$ cat config.mk
export PLATFORM = sky130hd
export DESIGN_NAME = glide_bank
export DESIGN_NICKNAME = d
export VERILOG_FILES = /design/src/rtl/glide_pkg.sv /design/src/rtl/glide_step.sv /design/src/rtl/glide_bank.sv
export SDC_FILE = /design/constraint.sdc
export NUM_CORES = 1
export LEC_CHECK = 0
export ABC_AREA = 1
export BUFFER_PORTS_ARGS = -buffer_cell sky130_fd_sc_hd__buf_2
export CAP_MARGIN = 30
export CORE_AREA = 2 2 227 229
export CTS_CLUSTER_DIAMETER = 80
export DETAILED_ROUTE_END_ITERATION = 8
export DIE_AREA = 0 0 229 231
export GPL_TIMING_DRIVEN = 0
export HOLD_SLACK_MARGIN = 0.1
export SLEW_MARGIN = 20
export SYNTH_ARGS = -nofsm -noshare
export SYNTH_HDL_FRONTEND = slang
export SYNTH_SLANG_ARGS = --single-unit
$ cat constraint.sdc
create_clock -name CLK -period 18.8 [get_ports CLK]
set_input_delay 1.88 -clock CLK [delete_from_list [all_inputs] [get_ports CLK]]
set_output_delay 1.88 -clock CLK [all_outputs]
set_load 0.02 [all_outputs]
$ cat src/rtl/glide_pkg.sv
// Shared types and defaults for the glide (portamento) engine.
package glide_pkg;

    localparam int GLIDE_WIDTH_DEF = 24;

    typedef enum logic [1:0] {
        ST_IDLE = 2'd0,
        ST_SCAN = 2'd1,
        ST_DONE = 2'd2
    } glide_state_t;

    typedef enum logic {
        GLIDE_LIN = 1'b0,
        GLIDE_EXP = 1'b1
    } glide_mode_t;

endpackage

$ cat src/rtl/glide_step.sv
// Combinational single-channel glide step: distance, step select and clamp to target.
module glide_step
    import glide_pkg::*;
#(
    parameter int WIDTH   = GLIDE_WIDTH_DEF,
    parameter int SHIFT_W = 5
) (
    input  logic [WIDTH-1:0]   cur,
    input  logic [WIDTH-1:0]   tgt,
    input  logic [WIDTH-1:0]   rate,
    input  logic               mode,
    input  logic [SHIFT_W-1:0] shift,
    input  logic               snap,
    output logic [WIDTH-1:0]   next,
    output logic               at_target
);

    logic             rising;
    logic [WIDTH-1:0] diff;
    logic [WIDTH-1:0] exp_step;
    logic [WIDTH-1:0] step;

    always_comb begin
        rising   = (tgt > cur);
        diff     = rising ? (tgt - cur) : (cur - tgt);
        // A shift past the word width yields zero, which the minimum step turns into 1.
        exp_step = diff >> shift;
        if (exp_step == '0) begin
            exp_step = WIDTH'(1);
        end
        step = (mode == GLIDE_EXP) ? exp_step : rate;

        // The clamp keeps the result between cur and tgt, so no wrap or overshoot.
        if (snap || (cur == tgt) || (step >= diff)) begin
            next = tgt;
        end else if (rising) begin
            next = cur + step;
        end else begin
            next = cur - step;
        end
        at_target = (next == tgt);
    end

endmodule

$ cat src/rtl/glide_bank.sv
// Multi-channel glide engine: one shared step datapath visits one channel per clock after each tick.
//
//   state | meaning
//   IDLE  | waiting for tick; latches rate/mode/shift on tick
//   SCAN  | updating channel[idx], one channel per cycle
//   DONE  | one-cycle done pulse, then back to IDLE
module glide_bank
    import glide_pkg::*;
#(
    parameter int WIDTH    = GLIDE_WIDTH_DEF,
    parameter int CHANNELS = 4,
    parameter int SHIFT_W  = 5
) (
    input  logic                      CLK,
    input  logic                      RESET,
    input  logic                      tick,
    input  logic [CHANNELS*WIDTH-1:0] target,
    input  logic [WIDTH-1:0]          rate,
    input  logic                      mode,
    input  logic [SHIFT_W-1:0]        shift,
    input  logic [CHANNELS-1:0]       snap,
    output logic [CHANNELS*WIDTH-1:0] out,
    output logic [CHANNELS-1:0]       settled,
    output logic                      done,
    output logic                      overrun
);

    localparam int IDX_W = (CHANNELS > 1) ? $clog2(CHANNELS) : 1;
    localparam logic [IDX_W-1:0] LAST_IDX = IDX_W'(CHANNELS - 1);

    glide_state_t       state_q, state_d;
    logic [IDX_W-1:0]   idx_q;
    logic [WIDTH-1:0]   rate_q;
    glide_mode_t        mode_q;
    logic [SHIFT_W-1:0] shift_q;
    logic [WIDTH-1:0]   cur_q [CHANNELS];

    logic               load;
    logic               scan_en;
    logic [WIDTH-1:0]   step_next;
    logic               step_at_target;

    always_ff @(posedge CLK or negedge RESET) begin
        if (!RESET) begin
            state_q <= ST_IDLE;
        end else begin
            state_q <= state_d;
        end
    end

    always_comb begin
        state_d = state_q;
        case (state_q)
            ST_IDLE: if (tick) state_d = ST_SCAN;
            ST_SCAN: if (idx_q == LAST_IDX) state_d = ST_DONE;
            ST_DONE: state_d = ST_IDLE;
            default: state_d = ST_IDLE;
        endcase
    end

    always_comb begin
        load    = (state_q == ST_IDLE) && tick;
        scan_en = (state_q == ST_SCAN);
        done    = (state_q == ST_DONE);
    end

    // Target and snap are taken live on the channel's own slot, not at tick.
    glide_step #(
        .WIDTH   (WIDTH),
        .SHIFT_W (SHIFT_W)
    ) u_step (
        .cur       (cur_q[idx_q]),
        .tgt       (target[idx_q*WIDTH +: WIDTH]),
        .rate      (rate_q),
        .mode      (mode_q),
        .shift     (shift_q),
        .snap      (snap[idx_q]),
        .next      (step_next),
        .at_target (step_at_target)
    );

    always_ff @(posedge CLK or negedge RESET) begin
        if (!RESET) begin
            idx_q   <= '0;
            rate_q  <= '0;
            mode_q  <= GLIDE_LIN;
            shift_q <= '0;
            settled <= '0;
            overrun <= 1'b0;
            for (int i = 0; i < CHANNELS; i++) begin
                cur_q[i] <= '0;
            end
        end else begin
            if (load) begin
                rate_q  <= rate;
                mode_q  <= glide_mode_t'(mode);
                shift_q <= shift;
                idx_q   <= '0;
            end
            if (scan_en) begin
                cur_q[idx_q]   <= step_next;
                settled[idx_q] <= step_at_target;
                if (idx_q != LAST_IDX) begin
                    idx_q <= idx_q + IDX_W'(1);
                end
            end
            if (tick && (state_q != ST_IDLE)) begin
                overrun <= 1'b1;
            end
        end
    end

    for (genvar g = 0; g < CHANNELS; g++) begin : g_out
        assign out[g*WIDTH +: WIDTH] = cur_q[g];
    end

endmodule
Word-level counts from Yosys, hierarchy flattened
Cells that the tools add are included.
{"block": "totals", "register_bits": 135, "latch_bits": 0, "output_inout_bits": 102, "mem_bits_rw": 0, "memories": 0, "rom_bits": 0}
{"block": "op_classes", "mux": 22, "add_sub_neg": 5, "n_mul": 1, "n_eq_ne": 8, "n_reduce_logical": 10, "shift": 2, "div": 0, "bitwise_logic": 1, "order_cmp": 6}
{"operator": "2-to-1 mux 24 bit", "count": 8}
{"operator": "bitwise mux 96 bit", "count": 1}
{"operator": "variable part select 96 x 8 -> 24 bit", "count": 1}
{"operator": "subtractor 24 bit", "count": 3}
{"operator": "binary-select mux 24 bit (select 2 bit)", "count": 1}
{"operator": "demux 24 bit (select 2 bit)", "count": 1}
{"operator": "== test 24 bit", "count": 2}
{"operator": "adder 24 bit", "count": 1}
{"operator": ">= comparator 24 bit", "count": 1}
{"operator": "greater-than comparator 24 bit", "count": 1}
{"operator": "logical NOT 24 bit", "count": 1}
{"operator": "right shift 24 x 5 -> 24 bit", "count": 1}
{"operator": "2-to-1 mux 2 bit", "count": 5}
{"operator": "bitwise mux 4 bit", "count": 1}
{"operator": "== test 2 bit, second input constant", "count": 2}
{"operator": "logical AND 1 bit", "count": 4}
{"operator": "multiplier 2 x 2 -> 4 bit, second input constant", "count": 1}
{"operator": "!= test 2 bit, second input constant", "count": 2}
{"operator": "case mux 2 bit (2 select lines)", "count": 1}
{"operator": ">= comparator 3 bit, second input constant", "count": 1}
{"operator": "< comparator 2 x 3 -> 1 bit, second input constant", "count": 1}
{"operator": "< comparator 3 x 1 -> 1 bit, second input constant", "count": 1}
{"operator": "inverter 2 -> 3 bit", "count": 1}
{"operator": "adder 2 x 1 -> 2 bit, second input constant", "count": 1}
{"operator": "10 further kinds", "count": 12}

Longest topological paths before layout
{"block": "logic_depth", "word_depth": 15, "depth_mapped": 69, "depth_no_buf": 64}

Hierarchy
From an unflattened synthesis, not the netlist that was laid out.
{"block": "hier_totals", "hier_cells": 2762, "hier_area_um2": 15862.7}
{"module": "glide_step", "cells_each": 1752, "area_each_um2": 8871.0, "instances": 1}
{"module": "glide_bank", "cells_each": 1010, "area_each_um2": 6991.7, "instances": 1}

Worst setup path after synthesis
Ideal clock, no wire load.
{"block": "synth_timing", "path_kind": "input-to-reg", "startpoint": "in target[72]", "endpoint": "reg settled[0]", "setup_ns": 0.065, "path_stages": 59, "setup_slack_ns": 10.022, "arrival_ns": 8.713, "path_buffers": 2, "cell_sequence": "a21oi_1 -> a32oi_1 -> inv_1 -> ha_1 -> inv_1 -> fa_1 -> nand2_1 -> nand2_1 -> nand2_1 -> nand2_1 -> nand2_2 -> nand3_4 -> nand2_8 -> buf_6 -> buf_2 -> nand2_1 -> o21ai_2 -> nand2_1 -> [... 23 more ...] -> o21ai_0 -> a21oi_1 -> o21bai_1 -> a21boi_0 -> o21ai_0 -> nand2_1 -> nand2_1 -> xor2_1 -> inv_1 -> nand4_1 -> nand2_1 -> inv_1 -> nand2_1 -> nor2_1 -> nand2_1 -> nor2_2 -> nand3_1 -> nand2_1"}
{"block": "synth_via", "elab_chain_cells": 12}
{"element": "start: declaration", "line_no": "glide_bank.sv:17", "source": "input logic [CHANNELS*WIDTH-1:0] target,"}
{"element": "variable part select 96 x 8 -> 24 bit *", "line_no": "glide_bank.sv:73", "source": ".tgt (target[idx_q*WIDTH +: WIDTH]),"}
{"element": "subtractor 24 bit or greater-than comparator 24 bit (tied branches)", "line_no": "glide_step.sv:25, glide_step.sv:24"}
{"element": "2-to-1 mux 24 bit", "line_no": "glide_step.sv:25", "source": "diff = rising ? (tgt - cur) : (cur - tgt);"}
{"element": "right shift 24 x 5 -> 24 bit", "line_no": "glide_step.sv:27", "source": "exp_step = diff >> shift;"}
{"element": "logical NOT 24 bit", "line_no": "glide_step.sv:28", "source": "if (exp_step == '0) begin"}
{"element": "2-to-1 mux 24 bit", "line_no": "glide_step.sv:28"}
{"element": "2-to-1 mux 24 bit", "line_no": "glide_step.sv:31", "source": "step = (mode == GLIDE_EXP) ? exp_step : rate;"}
{"element": "subtractor 24 bit (tied with other cells)", "line_no": "glide_step.sv:39", "source": "next = cur - step;"}
{"element": "2-to-1 mux 24 bit or logical OR 1 bit (tied branches)", "line_no": "glide_step.sv:36, glide_step.sv:34"}
{"element": "2-to-1 mux 24 bit", "line_no": "glide_step.sv:34", "source": "if (snap || (cur == tgt) || (step >= diff)) begin"}
{"element": "== test 24 bit *", "line_no": "glide_step.sv:41", "source": "at_target = (next == tgt);"}
{"element": "bitwise mux 4 bit *", "line_no": "glide_bank.sv:102", "source": "settled[idx_q] <= step_at_target;"}
{"element": "end signal: indexed assignment", "line_no": "glide_bank.sv:102"}
{"element": "end: declaration", "line_no": "glide_bank.sv:23", "source": "output logic [CHANNELS-1:0] settled,"}
Mark *: on every way between the ends. The rest lies on a longest branch, timed or not.
A chain may end at the register's enable or synchronous reset.

Worst setup path in the final report
{"block": "layout_timing", "startpoint": "reg idx_q[0]", "endpoint": "reg settled[1]"}
{"block": "layout_via", "elab_chain_cells": 15}
{"element": "start: declaration", "line_no": "glide_bank.sv:32", "source": "logic [IDX_W-1:0] idx_q;"}
{"element": "start signal: assignment", "line_no": "glide_bank.sv:104", "source": "idx_q <= idx_q + IDX_W'(1);"}
{"element": "branches (longest 14 deep; another with subtractor 24 bit)"}
{"element": "bitwise mux 4 bit *", "line_no": "glide_bank.sv:102"}
Mark *: on every way between the ends. The select of a mux whose other input is x is not followed.

==> run metrics <==
outcome finished clean; buffer count from post-CTS setup fixing 0; Residual DRC 0; Critical Path Sink Type register; Post-Route WL 62300 um; final worst slack 7.01 ns; Hold Fails Final Rpt 0; Reg area 3380 um^2; CTS Hold Bufs 0; post-CTS resize count 0; start of the worst register-to-register path idx_q[0]$_DFF_PN0_; Buffers on Ports 234; pin count of the biggest net entering global routing 90; Syn Nets 2642; Post-synth EDFFs 0; Setup violations, final 0; H-tree Lvls 4; CP max stage delay 0.65 ns; Tot GR Track Use 23.2%; area leader, netlist dfrtp_1; Final min period 11.79 ns; r2r worst-path depth 60; Clock Skew 0.0112 ns; Die W 229 um; # clock sinks 135; Avg Vias per Cell 5.11; post-route setup TNS 0 ns; max cap viols 0; placed inst area 17000 um^2; Clock transition at path regs 0.06 ns; FF-to-FF setup slack 7.01 ns; Max Freq 84.8 MHz; Post-Place Cells 3329; Detailed Place HPWL 52200 um; Worst Hold Path Cells 1; number of global-route vias before repair 16200; data required time at the worst endpoint 19.18 ns; nets 2896; maximum buffer depth of the clock tree 2; Initial Utilization 29.5%; Synth Instances 2414; clock insertion delay at the later pin of the skew report 0.44 ns; setup slack after placement 7.22 ns; ys flop type dfrtp_1; Final Instance Count excl. Fillers 3361; Crit Path Max Fanout 10; cell area after layout 17600 um^2; Ports 235; Startpoint Class register; area share of the largest cell type after synthesis 22.6%; die area 52900 um^2; via count 17200; RSZ-0062 raised after global routing false; Placer Congestion 0.981; Synth top cells by count 858 x nand2_1, 307 x inv_1, 211 x nand3_1, 135 x dfrtp_1, 129 x o21ai_0; Avg Inst Size Synth 6.20 um^2; Critical Path AT 12.17 ns; most used cell, CP nand2_1; Slowest-stage cell, CP clkbuf_1; layout cells sized above 1 15.8%; antenna violations before repair 0; fill count 5768; First DRT Iteration DRCs 1646; CTS tree built; CP Class register to register; max_slew headroom 41.5%; min-delay worst type register to register; Routed WL per cell 18.5 um; 1st-pass router iterations 6; worst-margin pin slew 0.868 ns; first-pass GRT wire length 94700 um; row cnt 83; register area share after synthesis 22.6%; Worst Hold Path EP overrun$_DFFE_PN0P_; Root Driver clkbuf_16; Multi-input gate area 9870 um^2; synthesis-to-layout area growth 17.6%; number of routed nets with antenna violations 0; final period utilization 62.7%; Core ar. 50700 um^2; Yosys reg bits 135; fraction of registers with async set/reset 100%; Synth Warn # 0; Die Ht 231 um; total CTS buffers 17; Unique masters post-synth 52; Reg2Reg Capture Point settled[1]$_DFFE_PN0P_; Area contributors post-synth dfrtp_1 23%, nand2_1 22%, inv_1 7.7%; Mapped Area 15000 um^2; hold wc startpoint overrun$_DFFE_PN0P_; grt ovf 0; most frequent cell after synthesis nand2_1; Final Max Slew Viols 0; Ant. Diodes 0
==> cells by family (layout without fill, tap and decap cells) <==
logic type	count (synthesis)	after routing	synth area share, %
buf+inv	422	689	11.5
xor+xnor	60	60	3.51
simple gates	1309	1309	38.1
compound gates	371	371	14.5
flops	135	135	22.6
mux	22	22	1.65
fa+ha+maj	95	95	8.09
==> registers in the layout, indices dropped and copies added, names as in the netlist <==
signal	count
rate_q	24
shift_q	5
state_q	2
mode_q	1
out	96
settled	4
idx_q	2
overrun	1
==> through the flow <==
step,util [%],hold slack (ns)
2_1_floorplan,-,0.471
3_3_place_gp,33.5,0.461
3_5_place_dp,33.6,0.464
4_1_cts,34.7,0.484
5_1_grt,34.7,0.508
6_report,34.7,0.484
==> worst max-delay path by stage <==
stage,from,end,slack [ns],cells past startpoint
floorplan,target[72],settled[0]$_DFFE_PN0P_,10.02,59
finish,idx_q[0]$_DFF_PN0_,settled[1]$_DFFE_PN0P_,7.01,60
CTS,idx_q[0]$_DFF_PN0_,settled[2]$_DFFE_PN0P_,7.19,60
detailed placement,idx_q[0]$_DFF_PN0_,settled[2]$_DFFE_PN0P_,7.22,60
global placement,idx_q[0]$_DFF_PN0_,settled[2]$_DFFE_PN0P_,7.21,60
global route,idx_q[0]$_DFF_PN0_,settled[2]$_DFFE_PN0P_,6.17,60
==> critical path, delay by kind of cell, from the launching register on <==
| kind | cells | cell delay, ns |
|---|---|---|
| XOR/XNOR | 1 | 0.21 |
| flip-flops | 1 | 0.40 |
| AND/OR/NAND/NOR | 30 | 3.54 |
| adder cells (fa/ha/maj) | 3 | 1.23 |
| buffers and inverters | 11 | 2.97 |
| AO/OA/AOI/OAI | 15 | 3.36 |
==> routing by layer <==
metal,wire (um),share of wire (%),track usage (%)
met3,3590,5.8,2.12
met5,0,0,0
met1,26800,43,30.0
met4,3110,5.0,11.3
met2,28800,46,38.8
==> area by class of cell <==
type,instances,share of cell area (%)
plain buffers,103,2.98
clock buffers,18,2.49
clock inverters,14,0.782
inverters,319,6.84
multi-input cells,1857,56.0
flip-flops and latches,135,19.2
well taps,680,4.83
repair buffers,235,6.86
==> placed cells by master, fill, tap and decap left out, types with 3 or more instances in the layout <==
master,instances
o21ai_0,129
dfrtp_1,135
nand2_1,858
dlygate4sd1_1,4
clkbuf_16,17
nor2_4,4
mux2_2,22
clkinv_1,4
or2_2,5
a21oi_1,124
inv_6,5
inv_1,307
clkinv_2,3
ha_1,92
fa_1,3
xor2_1,54
buf_6,7
a32oi_1,47
clkinv_4,3
o21bai_1,13
nor3_1,8
nand4_1,58
nor2_1,95
nand3_2,23
buf_4,7
inv_2,7
nand3_1,211
a21o_1,4
inv_8,3
buf_2,255
o21ai_1,25
nor2_2,7
nand2_2,29
xnor2_1,6
o211ai_1,5
o21ai_2,13
clkbuf_1,48
buf_1,14
Power is not shown: default switching activity piles up to over one toggle a cycle in this logic, so the estimate is an artifact.
